<file path="config.mk">
export PLATFORM = sky130hd
export DESIGN_NAME = pid_output_stage
export DESIGN_NICKNAME = d
export VERILOG_FILES = /design/src/rtl/pid_pkg.sv /design/src/rtl/pid_pwm_gen.sv /design/src/rtl/pid_output_stage.sv
export SDC_FILE = /design/constraint.sdc
export NUM_CORES = 1
export LEC_CHECK = 0
export CORE_MARGIN = 5
export CORE_UTILIZATION = 30
export DETAILED_ROUTE_END_ITERATION = 10
export PLACE_DENSITY = 0.49
export SYNTH_ARGS = -nofsm -noshare
export SYNTH_HDL_FRONTEND = slang
export SYNTH_SLANG_ARGS = --single-unit
</file>
<file path="constraint.sdc">
create_clock -name clk -period 2.4 [get_ports clk]
set_clock_uncertainty 0.15 [all_clocks]
set_input_delay 0.48 -clock clk [delete_from_list [all_inputs] [get_ports clk]]
set_output_delay 0.48 -clock clk [all_outputs]
set_load 0.02 [all_outputs]
</file>
<file path="src/rtl/pid_pkg.sv">
// Shared PID definitions: datapath width and the unsigned duty saturation helper,
// also used by the integrator path for anti-windup.
package pid_pkg;

  localparam int PID_W     = 6;
  localparam int PID_SUM_W = PID_W + 2;

  typedef struct packed {
    logic             hi;
    logic             lo;
    logic [PID_W-1:0] duty;
  } sat_t;

  // Clamp a signed PID_SUM_W sum into 0 .. 2^PID_W-1 and flag which side clipped.
  function automatic sat_t sat_u(input logic signed [PID_SUM_W-1:0] sum);
    sat_t r;
    r.lo   = sum[PID_SUM_W-1];
    r.hi   = !sum[PID_SUM_W-1] && (sum[PID_SUM_W-2:PID_W] != '0);
    r.duty = r.hi ? '1 : (r.lo ? '0 : sum[PID_W-1:0]);
    return r;
  endfunction

endpackage

</file>
<file path="src/rtl/pid_pwm_gen.sv">
// PWM generator: free-running period counter, duty latched only at the period
// wrap so duty changes never glitch mid-period.
module pid_pwm_gen
  import pid_pkg::*;
#(
  parameter int W = PID_W
) (
  input  logic         clk,
  input  logic         rst,
  input  logic         ena,
  input  logic [W-1:0] duty,
  output logic         pwm_out,
  output logic         period_start
);

  localparam logic [W-1:0] CNT_LAST = W'(2**W - 2);

  logic [W-1:0] cnt;
  logic [W-1:0] cnt_next;
  logic [W-1:0] duty_active;
  logic [W-1:0] duty_active_next;
  logic         wrap;
  logic         pwm_q;

  always_comb begin
    wrap             = (cnt == CNT_LAST);
    cnt_next         = wrap ? '0 : cnt + W'(1);
    duty_active_next = wrap ? duty : duty_active;
  end

  // pwm_q is computed from the next-state values so it stays aligned with cnt.
  always_ff @(posedge clk) begin
    if (rst) begin
      cnt         <= '0;
      duty_active <= '0;
      pwm_q       <= 1'b0;
    end else if (ena) begin
      cnt         <= cnt_next;
      duty_active <= duty_active_next;
      pwm_q       <= (cnt_next < duty_active_next);
    end
  end

  assign pwm_out = pwm_q;

  // Exactly one enabled cnt==0 cycle per period, including the first after reset.
  assign period_start = ena & ~rst & (cnt == '0);

endmodule

</file>
<file path="src/rtl/pid_output_stage.sv">
// PID output stage: sums p/i/d, clamps to an unsigned duty word with saturation
// flags, and drives a glitch-free PWM actuator.
module pid_output_stage
  import pid_pkg::*;
#(
  parameter int W     = PID_W,
  parameter int SUM_W = W + 2
) (
  input  logic         clk,
  input  logic         rst,
  input  logic         ena,
  input  logic         in_valid,
  input  logic [W-1:0] p_contrib,
  input  logic [W-1:0] i_contrib,
  input  logic [W-1:0] d_contrib,
  output logic [W-1:0] duty,
  output logic         duty_valid,
  output logic         sat_hi,
  output logic         sat_lo,
  output logic         pwm_out,
  output logic         period_start
);

  logic [SUM_W-1:0] sum;
  logic             v1;
  logic [W-1:0]     duty_q;
  logic             sat_hi_q;
  logic             sat_lo_q;
  logic             dv_q;
  sat_t             sat;

  always_comb begin
    sat = sat_u(sum);
  end

  always_ff @(posedge clk) begin
    if (rst) begin
      sum      <= '0;
      v1       <= 1'b0;
      duty_q   <= '0;
      sat_hi_q <= 1'b0;
      sat_lo_q <= 1'b0;
      dv_q     <= 1'b0;
    end else if (ena) begin
      v1   <= in_valid;
      dv_q <= v1;
      if (in_valid) begin
        sum <= {{(SUM_W-W){p_contrib[W-1]}}, p_contrib}
             + {{(SUM_W-W){i_contrib[W-1]}}, i_contrib}
             + {{(SUM_W-W){d_contrib[W-1]}}, d_contrib};
      end
      if (v1) begin
        duty_q   <= sat.duty;
        sat_hi_q <= sat.hi;
        sat_lo_q <= sat.lo;
      end
    end
  end

  assign duty       = duty_q;
  assign sat_hi     = sat_hi_q;
  assign sat_lo     = sat_lo_q;
  // The register freezes with ena low, so gate the pulse to keep it one enabled cycle.
  assign duty_valid = dv_q & ena;

  pid_pwm_gen #(.W(W)) u_pwm (
    .clk          (clk),
    .rst          (rst),
    .ena          (ena),
    .duty         (duty_q),
    .pwm_out      (pwm_out),
    .period_start (period_start)
  );

endmodule

</file>
# Word-level counts from Yosys, hierarchy flattened

Index checks and enable logic that the tools add are counted.

Word-level logic and storage cells: 27
Memory bits (read-only): 0
Memories: 0
RAM bits: 0
Bits of input ports: 22
Output and inout port bits: 11
Register bits: 31
Bits in latches: 0

Equal/unequal tests: 1
$add $sub $neg: 3
Reduce and logical (&&, ||, !) cells: 5
Bitwise gates (word level): 4
Multipliers: 0
Shift operators: 0
Order comparisons: 1
Divide/modulo/power cells: 0
Multiplexer cells: 4

Operator list:

| kind                                                          | count |
|---|---|
| 6-bit two-way mux                                             | 4 |
| 7-bit by 6-bit adder with 8-bit output                        | 1 |
| 6-bit by 6-bit adder with 7-bit output                        | 1 |
| 6-bit by 1-bit adder with 6-bit output, second input constant | 1 |
| 6-bit == test, second input constant                          | 1 |
| 6-bit zero test                                               | 1 |
| 6-bit < comparator                                            | 1 |
| 2-bit AND reduction                                           | 2 |
| 1-bit bitwise AND                                             | 3 |
| 1-bit logical AND                                             | 1 |
| 1-bit zero test                                               | 1 |
| 1-bit NOT                                                     | 1 |

# Longest topological paths before layout

Word-level depth: 3
Depth in mapped cells: 12
Mapped depth without buffers: 11

# Hierarchy

Synthesis repeated with hierarchy kept, for this count alone.

Cells, all modules: 225
Area total of the unflattened synthesis: 1,969.4 µm²

Modules (own cells, without submodules):

| module           | area an instance (µm²) | cells an instance | times used | sequential area each (µm²) |
|---|---|---|---|---|
| pid_output_stage | 1,049.8                | 118               | 1          | 360.3 |
| pid_pwm_gen      | 919.6                  | 107               | 1          | 260.2 |

# Worst setup path before layout

OpenSTA, ideal clock, no wires.

Path type: reg2reg
From: register u_pwm.cnt[0]
To: register u_pwm.pwm_q (netlist: u_pwm.pwm_out)
Period minus slack after synthesis: 2.458 ns
Path slack: -0.058 ns
Buffers on the path: 2
Library setup time: 0.139 ns
Arrival time: 2.169 ns
Data required time: 2.111 ns
Stages on the path, launching flop included: 12
Cell sequence: dfxtp_1 -> inv_1 -> ha_1 -> and3_1 -> buf_6 -> and2_4 -> buf_6 -> mux2i_1 -> ha_1 -> nand2_1 -> o311ai_0 -> o41ai_2

Cells in the longest elaborated chain, start to end: 3
Elaborated cells on any way between the ends: 5
Those cells by class: 1 x add/sub; 1 x order compare; 1 x eq/ne; 2 x mux

Ends and longest elaborated chain:

| item                                                                    | RTL line                             | text |
|---|---|---|
| start, declared                                                         | pid_pwm_gen.sv:18                    | `logic [W-1:0] cnt;` |
| start signal, assigned                                                  | pid_pwm_gen.sv:38                    | `cnt <= cnt_next;` |
| 6-bit by 1-bit adder with 6-bit output or 6-bit == test (tied branches) | pid_pwm_gen.sv:27, pid_pwm_gen.sv:26 |  |
| 6-bit two-way mux (on tied branches)                                    | pid_pwm_gen.sv:27, pid_pwm_gen.sv:28 |  |
| 6-bit < comparator *                                                    | pid_pwm_gen.sv:40                    | `pwm_q <= (cnt_next < duty_active_next);` |
| end signal, assigned                                                    | pid_pwm_gen.sv:40                    |  |
| end, declared                                                           | pid_pwm_gen.sv:23                    | `logic pwm_q;` |

Every way passes the cells marked *; elsewhere a longest branch is shown, timed or not.
A chain may end at the register's enable or synchronous reset.

# Worst setup path in the final report

From: input port i_contrib[3]
To: register sum[7]

Cells in the longest elaborated chain, start to end: 2

Ends and longest elaborated chain:

| item                                   | RTL line               | text |
|---|---|---|
| start, declared                        | pid_output_stage.sv:14 | `input logic [W-1:0] i_contrib,` |
| 6-bit by 6-bit adder with 7-bit output | pid_output_stage.sv:49 | `+ {{(SUM_W-W){i_contrib[W-1]}}, i_contrib}` |
| 7-bit by 6-bit adder with 8-bit output | pid_output_stage.sv:50 | `+ {{(SUM_W-W){d_contrib[W-1]}}, d_contrib};` |
| end signal, assigned                   | pid_output_stage.sv:48 | `sum <= {{(SUM_W-W){p_contrib[W-1]}}, p_contrib}` |
| end, declared                          | pid_output_stage.sv:24 | `logic [SUM_W-1:0] sum;` |

Every way passes these cells.

==> flow_metrics.py <==
metrics = {
    "status": {
        "status": "completed",
    },
    "drt": {
        "wl_met3_um": 162,
        "top_layer_used": "met4",
        "routed_wl_um": 5021,
        "dr.first_iter.drc_count": 73,
        "vias": 1811,
        "postRouteAntennaNets": 0,
        "first_pass_iters": 5,
        "vias_per_cell": 4.962,
        "drc_errors": 0,
        "wl_met2_um": 2499,
        "wl_met1_um": 2310,
        "wl_per_cell_um": 13.76,
    },
    "timing": {
        "rsz0062_at_grt": "yes",
        "finalCriticalPeriod_ps": 2342,
        "finalSetupViolCount": 0,
        "tightest_slew_ps": 486.4,
        "post-route-worst-setup-slack_ps": 57.56,
        "max_freq_mhz": 426.9,
        "slew_headroom_pct": 67.49,
        "drv_slew": 0,
        "fin_crit_sh_pct": 97.60,
        "hold_viol_final": 0,
        "tns_ps": 0,
    },
    "critical_path": {
        "cp_num_buf_inv": 1,
        "max_stage_delay_ps": 600,
        "cpLargestDelayFamily": "adder cells",
        "cp-end-kind": "flop",
        "cp_slowest_cell": "fa_1",
        "worstSetupPathType": "in2reg",
        "path_cells": "clkdlybuf4s15_1, fa_1, ha_4, nor2b_4, o31a_1, or3_1, a31oi_1",
        "start_kind": "primary input",
        "required_ps": 2460,
        "worst_ep_arrival_time_ps": 2410,
        "crit_fanout": 3,
    },
    "cells_and_area": {
        "layout.nets": 330,
        "fillers": 675,
        "fin_cells": 365,
        "synthToLayoutAreaGrowth_pct": 40.43,
        "drive_above_1_share_pct": 23.61,
        "diodes": 0,
    },
    "global_route": {
        "grt_start_max_net_pins": 31,
        "grt_usage_pct": 11.88,
        "antenna_found_initial": 0,
        "grt_pass1_wl_um": 8017,
        "grt_pass1_vias": 1787,
        "gr-total-overflow": 0,
    },
    "clock_network": {
        "cts_max_level": 2,
        "root_buffer": "clkbuf_8",
        "numCtsBuffers": 5,
        "holdBufCountCts": 0,
        "clk_path_buf_depth": 2,
        "cts_sinks": 31,
        "clk_latency_ps": 290,
        "tritoncts": "yes",
        "clk_pin_slew_ps": 70,
    },
    "place": {
        "io_buffers": 32,
        "routabilityCongestion": 0.7305,
        "post-dp-hpwl_um": 3518,
        "place_ws_ps": -563.0,
        "placed_cells": 353,
    },
    "logic_synthesis": {
        "postSynth.asyncResetShare_pct": 0,
        "syn_nets": 276,
        "mappedNetlistArea_um2": 1934,
        "ys_seq_area_share_pct": 32.08,
        "synth_seq_cells": 31,
        "syn_inst": 233,
        "synth_edf_count": 0,
        "synthFlopType": "dfxtp_1",
        "ys_warn_count": 0,
        "postSynthAreaPerCell_um2": 8.302,
        "yosysUniqueCellTypes": 46,
    },
    "floorplan": {
        "initial_core_util_pct": 30.64,
        "die_w_um": 90.30,
        "dieArea_um2": 8154,
        "coreArea_um2": 6314,
        "die_h_um": 90.30,
        "io_pins": 33,
        "rows": 29,
    },
    "hold_path": {
        "hold_path.class": "reg2reg",
    },
    "power_and_ir_drop": {
        "finalPower_mw": 1.381,
        "p_leak_nw": 1.131,
        "ir_drop_v": 0.0002176,
        "power_density_nw_per_um2": 508.2,
    },
    "job": {
        "cap_violations": 0,
    },
}
worst paths after layout:
path / startpoint / endpoint / slack (ps) / depth (start not counted)
max: i_contrib[3] / sum[7] / 60 / 7
min: u_pwm.duty_active[4] / u_pwm.duty_active[4] / 310 / 2
max reg2reg: u_pwm.cnt[0] / u_pwm.pwm_out / 80 / 12
min reg2reg: u_pwm.duty_active[4] / u_pwm.duty_active[4] / 310 / 2
kinds of logic after synthesis:
family	share of synthesized area, %
simple gates	23.68
compound gates	17.27
fa+ha+maj	16.30
mux	3.622
xor+xnor	0.4529
flops	32.08
buf+inv	6.597
routing by layer:
layer	vias to the layer above	global-route usage (%)
met5	-	0
met4	0	3.722
met3	5	2.417
met2	24	21.28
met1	863	14.10
li1	919	-
flip-flops by register name, summed over array words and instances, names as in the netlist:
register / cells
duty: 6
u_pwm.duty_active: 6
sat_lo: 1
sat_hi: 1
sum: 8
u_pwm.pwm_out: 1
v1: 1
u_pwm.cnt: 6
dv_q: 1
synth_stat cells (2+ instances only):
master | number | area (µm²)
o21ai_0 | 5 | 25.02
nand3_1 | 11 | 55.05
or3_1 | 2 | 12.51
nand2b_1 | 5 | 31.28
fa_1 | 7 | 140.1
inv_1 | 11 | 41.29
mux2i_1 | 7 | 70.07
buf_1 | 4 | 15.01
and3_1 | 3 | 18.77
o21ai_1 | 3 | 15.01
nor2b_1 | 3 | 18.77
nand2_1 | 24 | 90.09
a211oi_1 | 2 | 15.01
a21oi_1 | 22 | 110.1
nor2_1 | 23 | 86.33
a31oi_1 | 4 | 25.02
nor3_1 | 10 | 50.05
ha_1 | 14 | 175.2
and2_1 | 5 | 31.28
clkbuf_1 | 6 | 22.52
buf_6 | 3 | 33.78
dfxtp_1 | 31 | 620.6
buf_2 | 3 | 15.01
a21o_1 | 3 | 22.52
through the flow:
stage / utilization, % / hold slack [ps] / instance area, µm²
final: 43.02 / 305.1 / 2716
after global routing: 43.02 / 328.3 / 2716
after CTS: 41.24 / 307.7 / 2604
after detailed placement: 39.10 / 298.0 / 2469
after global placement: 39.10 / 293.8 / 2469
after floorplan: - / 282.2 / 1936
power breakdown:
part           internal (mW)  leakage (nW)  switching [mW]
Clock                  0.202        0.0402           0.216
Combinational          0.214         0.838           0.188
Sequential             0.539         0.252          0.0218
final cells by class:
| type | instances | area (µm²) | area share [%] |
|---|---|---|---|
| multi-input cells | 175 | 1320 | 48.60 |
| clock inverters | 3 | 20.02 | 0.7370 |
| repair buffers | 63 | 545.5 | 20.08 |
| clock buffers | 5 | 68.82 | 2.533 |
| inverters | 11 | 43.79 | 1.612 |
| flip-flops and latches | 31 | 621.8 | 22.89 |
| well taps | 77 | 96.34 | 3.547 |
worst reg2reg max path, stage by stage (launching register included):
cell,delay [ps]
dfxtp_2,320
inv_2,50
ha_2,160
and3_4,210
buf_4,120
o21ai_2,50
nand2_1,80
o21ai_2,70
ha_1,310
a21o_1,150
a21oi_2,60
o311ai_4,320
o41ai_4,130
timing repair:
action	in CTS	in global routing
endpoints found under the setup margin	7	5
pin swaps	14	22
buffers inserted	1	4
gates cloned	0	0
gates resized for setup	33	29
placed cells by master (no fill, tap or decap), types with 3 or more instances in the layout:
| cell type | Yosys | layout |
|---|---|---|
| buf_4 | 0 | 31 |
| fa_2 | 0 | 3 |
| o21ai_1 | 3 | 3 |
| nor2_1 | 23 | 23 |
| ha_1 | 14 | 8 |
| nand2b_1 | 5 | 5 |
| fa_1 | 7 | 4 |
| clkdlybuf4s15_1 | 0 | 3 |
| o21ai_0 | 5 | 3 |
| clkbuf_8 | 0 | 5 |
| dfxtp_1 | 31 | 30 |
| nand2_1 | 24 | 23 |
| dlygate4sd2_1 | 0 | 8 |
| ha_4 | 0 | 5 |
| and2_1 | 5 | 5 |
| nor3_1 | 10 | 10 |
| a31oi_1 | 4 | 3 |
| dlymetal6s2s_1 | 0 | 5 |
| clkdlybuf4s50_1 | 0 | 12 |
| mux2i_1 | 7 | 7 |
| inv_1 | 11 | 6 |
| a21oi_1 | 22 | 21 |
| inv_2 | 0 | 4 |
| a21o_1 | 3 | 3 |
| nand3_1 | 11 | 11 |
No activity file was read; power rests on OpenSTA's default activity.
